$ cat src/rtl/pipe_adder_hs.sv
// rtl/pipe_adder_hs.sv - segmented carry-pipelined adder/subtractor with valid/ready handshake
// Optional signed-overflow output enabled by defining PIPE_ADDER_OVF_EN.
module pipe_adder_hs #(
    parameter int WIDTH = 128,
    parameter int SEG   = 16
) (
    input  logic             clk,
    input  logic             rst_n,
    input  logic             in_valid,
    output logic             in_ready,
    input  logic [WIDTH-1:0] a,
    input  logic [WIDTH-1:0] b,
    input  logic             cin,
    input  logic             sub,
    output logic             out_valid,
    input  logic             out_ready,
    output logic [WIDTH-1:0] s,
`ifdef PIPE_ADDER_OVF_EN
    output logic             ovf,
`endif
    output logic             cout
);

    localparam int STAGES = WIDTH / SEG;
    localparam int LAST   = STAGES - 1;

    logic [STAGES-1:0] v_r;
    logic [STAGES-1:0] c_r;
    logic [WIDTH-1:0]  a_r [STAGES];
    logic [WIDTH-1:0]  b_r [STAGES];
    logic [WIDTH-1:0]  s_r [STAGES];

    logic [STAGES-1:0] v_src;
    logic [STAGES-1:0] c_src;
    logic [STAGES-1:0] c_nxt;
    logic [WIDTH-1:0]  a_src [STAGES];
    logic [WIDTH-1:0]  b_src [STAGES];
    logic [WIDTH-1:0]  s_src [STAGES];
    logic [WIDTH-1:0]  s_nxt [STAGES];
    logic [SEG:0]      seg_sum [STAGES];
    logic              advance;

    assign advance   = !(out_valid && !out_ready);
    assign in_ready  = advance;
    assign out_valid = v_r[LAST];
    assign s         = s_r[LAST];
    assign cout      = c_r[LAST];

    // B is stored pre-inverted for subtraction, so the mode travels implicitly with each operation.
    always_comb begin
        v_src    = '0;
        c_src    = '0;
        c_nxt    = '0;
        v_src[0] = in_valid;
        c_src[0] = sub | cin;
        a_src[0] = a;
        b_src[0] = sub ? ~b : b;
        s_src[0] = '0;
        for (int k = 1; k < STAGES; k++) begin
            v_src[k] = v_r[k-1];
            c_src[k] = c_r[k-1];
            a_src[k] = a_r[k-1];
            b_src[k] = b_r[k-1];
            s_src[k] = s_r[k-1];
        end
        for (int k = 0; k < STAGES; k++) begin
            seg_sum[k] = {1'b0, a_src[k][k*SEG +: SEG]} + {1'b0, b_src[k][k*SEG +: SEG]}
                       + {{SEG{1'b0}}, c_src[k]};
            s_nxt[k] = s_src[k];
            s_nxt[k][k*SEG +: SEG] = seg_sum[k][SEG-1:0];
            c_nxt[k] = seg_sum[k][SEG];
        end
    end

    always_ff @(posedge clk or negedge rst_n) begin
        if (!rst_n) begin
            v_r <= '0;
            c_r <= '0;
            for (int k = 0; k < STAGES; k++) begin
                a_r[k] <= '0;
                b_r[k] <= '0;
                s_r[k] <= '0;
            end
        end else if (advance) begin
            v_r <= v_src;
            c_r <= c_nxt;
            for (int k = 0; k < STAGES; k++) begin
                a_r[k] <= a_src[k];
                b_r[k] <= b_src[k];
                s_r[k] <= s_nxt[k];
            end
        end
    end

`ifdef PIPE_ADDER_OVF_EN
    logic ovf_r;
    logic ovf_nxt;

    // Operand signs agree but the result sign differs: signed overflow.
    assign ovf_nxt = (a_src[LAST][WIDTH-1] == b_src[LAST][WIDTH-1])
                  && (s_nxt[LAST][WIDTH-1] != a_src[LAST][WIDTH-1]);
    assign ovf     = ovf_r;

    always_ff @(posedge clk or negedge rst_n) begin
        if (!rst_n) begin
            ovf_r <= 1'b0;
        end else if (advance) begin
            ovf_r <= ovf_nxt;
        end
    end
`endif

endmodule
$ cat config.mk
export PLATFORM = sky130hd
export DESIGN_NAME = pipe_adder_hs
export DESIGN_NICKNAME = d
export VERILOG_FILES = /design/src/rtl/pipe_adder_hs.sv
export SDC_FILE = /design/constraint.sdc
export NUM_CORES = 2
export LEC_CHECK = 0
export CORE_AREA = 4 4 356 358
export CTS_CLUSTER_DIAMETER = 120
export DETAILED_ROUTE_END_ITERATION = 8
export DIE_AREA = 0 0 360 362
export GPL_TIMING_DRIVEN = 1
export PLACE_DENSITY_LB_ADDON = 0.25
export SYNTH_ARGS = -nofsm -noshare
export SYNTH_HDL_FRONTEND = slang
export SYNTH_SLANG_ARGS = --single-unit
$ cat constraint.sdc
create_clock -name clk -period 4.3 [get_ports clk]
set_clock_uncertainty 0.15 [all_clocks]
set_input_delay 0.645 -clock clk [delete_from_list [all_inputs] [get_ports clk]]
set_output_delay 0.645 -clock clk [all_outputs]
set_load 0.02 [all_outputs]
==> run metrics <==
Post-Layout Cell Count roughly 8900; total power around 55 mW; Fmax 0.304 GHz; min-delay worst type primary input to flip-flop; Layout Nets 7556; worst endpoint data arrival time 3.74 ns; CP startpoint c_r[1]; RSZ-0062 raised after global routing false; Iteration-0 DRC Markers 3816; Synth area leaders dfrtp_1 61%, nand2_1 24%, ha_1 2.4%; cell area after synthesis 0.0614 mm2; drt wl/cell 14.9 um; first-pass GRT wire length 222000 um; Leakage 37.0 nW; yosys warns 0; Yosys top cell area share 60.7%; Synth async-reset ratio 100%; sequential fraction of the synthesis area 60.7%; Core ar. 0.123 mm2; run status finished, final reports clean; drt pass-1 iters 5; Final Cell Area 0.0720 mm2; crit-path max FO 3; syn avg cell area 8.89 um2; crit share post-route 76.5%; fill count around 11000; endpoint type of the worst setup path flip-flop; Setup Viol. Count Final 0; routed wire length 133000 um; final hold vios 0; crit path kind flip-flop to flip-flop; die area about 0.13 mm2; dpl hpwl 86500 um; top_reg_cell synth dfrtp_1; Inserted Clock Buffers 156; initial antenna violation count 9; cell row count 129; buffers inserted by post-CTS timing repair 0; largest net degree at the start of global routing 229; Sink Count about 1500; RR Startpoint c_r[1]; drt drc 0; worst setup margin 1.01 ns; clock buffer depth 3; EDFF count, synth 0; worst slew pin tran 1.08 ns; TritonCTS clock tree yes; area grow syn2layout 17.3%; Die H 362 um; grt ovf 0; Vias 43900; total track usage about a fifth; Rel. slew slack 27.7%; number of max-cap violations 0; GP Congestion 0.859; ANT nets after route 0; Yosys top cell by area dfrtp_1; Root Driver clkbuf_16; Setup TNS Final 0 ns; vias per std cell around 4.9; I/O pins just under 400; final core utilization 58.4%; Placed Cells 8636; CP required 4.75 ns; cell area after placement 0.0668 mm2; H-Tree Depth 4; CP startpoint kind flip-flop; Worst-Skew Late Latency 0.76 ns; flops & latches, synth about 1500; number of global-route vias before repair roughly 43000; Mapped Cells 6903; clock slew at reported path FFs 0.06 ns; Initial Utilization 49.8%; Power Dens Cells 764 mW/mm2; Post-Place Worst Slack between 0.3 and 0.4 ns; die width 360 um; HP Start a[123]; synth unique cells 66; share of cells above drive strength 1 4.34%; syn nets around 7300; Slew Viols, Final 0; Final min period 3.29 ns; VDD IR-drop max 0.484 mV; Hold Slack between 0.2 and 0.3 ns; Port Buffers 392
final timing paths:
kind	end	slack [ns]	depth (start not counted)
min reg2reg	b_r[804]	0.30	2
min in group asynchronous	a_r[766]	0.29	2
min	a_r[1019]	0.26	3
max reg2reg	s_nxt[556]	1.01	10
max	s_nxt[556]	1.01	10
max in group asynchronous	b_r[947]	2.38	4
registers in the layout, indices dropped and copies added (netlist names):
signal / flops
a_r: 448
b_r: 448
s_nxt: 448
s: 128
c_r: 8
v_r: 8
power breakdown:
group / internal (mW) / switching [mW]
sequential: 20.4 / 3.45
clock: 8.02 / 5.44
combinational: 7.00 / 10.7
total: 35.4 / 19.6
routing by layer:
layer  up-vias  wire length [um]  global-route usage [%]
met3       201              6410                    4.06
met1     20900             65000                    30.6
met4         6              3570                    6.58
met2       750             58000                    30.4
li1      22100                 -                       -
met5         -                41                       0
layout make-up:
cell class	instances	area, um2	share of cell area [%]
Antenna cell	3	7.51	0.0104
Clock buffer	234	4700	6.53
Clock inverter	44	483	0.671
Inverter	25	101	0.141
Multi-Input combinational cell	5042	22700	31.6
Sequential cell	1488	37200	51.7
Tap cell	1637	2050	2.85
Timing Repair Buffer	445	4680	6.51
Yosys cell counts (8+ instances only):
cell / instances
nor2_1: 105
o21a_1: 15
xor2_1: 75
clkbuf_1: 329
a211o_1: 8
inv_1: 24
nor3_1: 14
buf_1: 15
o31ai_1: 9
a21oi_1: 139
a21o_1: 49
nand2_1: 3974
dfrtp_1: 1488
a31oi_1: 8
o21ai_0: 221
xnor2_1: 156
fa_1: 16
nand2b_1: 8
o21bai_1: 9
nand3_1: 13
ha_1: 120
a211oi_1: 11
cells by family after synthesis:
family / after synthesis / synth area share, %
compound gates: 519 / 5.03
flops: 1488 / 60.7
simple gates: 4154 / 25.7
mux: 2 / 0.0347
buf+inv: 373 / 2.29
fa+ha+maj: 136 / 2.97
xor+xnor: 231 / 3.30
critical path, stage by stage (launching register included):
cell	delay, ns
dfrtp_1	0.40
fa_1	0.48
fa_1	0.44
a21o_1	0.19
a21oi_1	0.29
o21ai_0	0.17
a41oi_1	0.39
o21bai_1	0.10
a21oi_1	0.27
xor2_1	0.16
o21ai_0	0.08
placed cells by master, fill, tap and decap left out, drive strengths merged, types with 5 or more instances in the layout:
cell type	Yosys	layout
nand4	7	7
clkbuf	329	235
ha	120	120
buf	19	53
nand2b	8	8
xor2	75	75
a21o	50	50
o21ai	224	224
nor2	105	105
a21oi	142	142
o21a	15	15
nor3	14	14
o221ai	5	5
nand3	13	13
o211ai	6	6
clkinv	1	30
nor2b	7	7
a31oi	8	8
xnor2	156	156
and2	6	6
clkdlybuf4s50	0	390
nand2	3974	3974
a211oi	12	12
bufinv	0	8
o21bai	10	10
o31ai	9	9
fa	16	16
or3	5	5
inv	24	27
a211o	8	8
dfrtp	1488	1488
timing repair:
item	in CTS	in global routing
hold buffers	1	0
setup endpoints to repair	0	0
gates resized for setup	0	0
hold endpoints to repair	42	0
No activity file was read; power rests on OpenSTA's default activity.
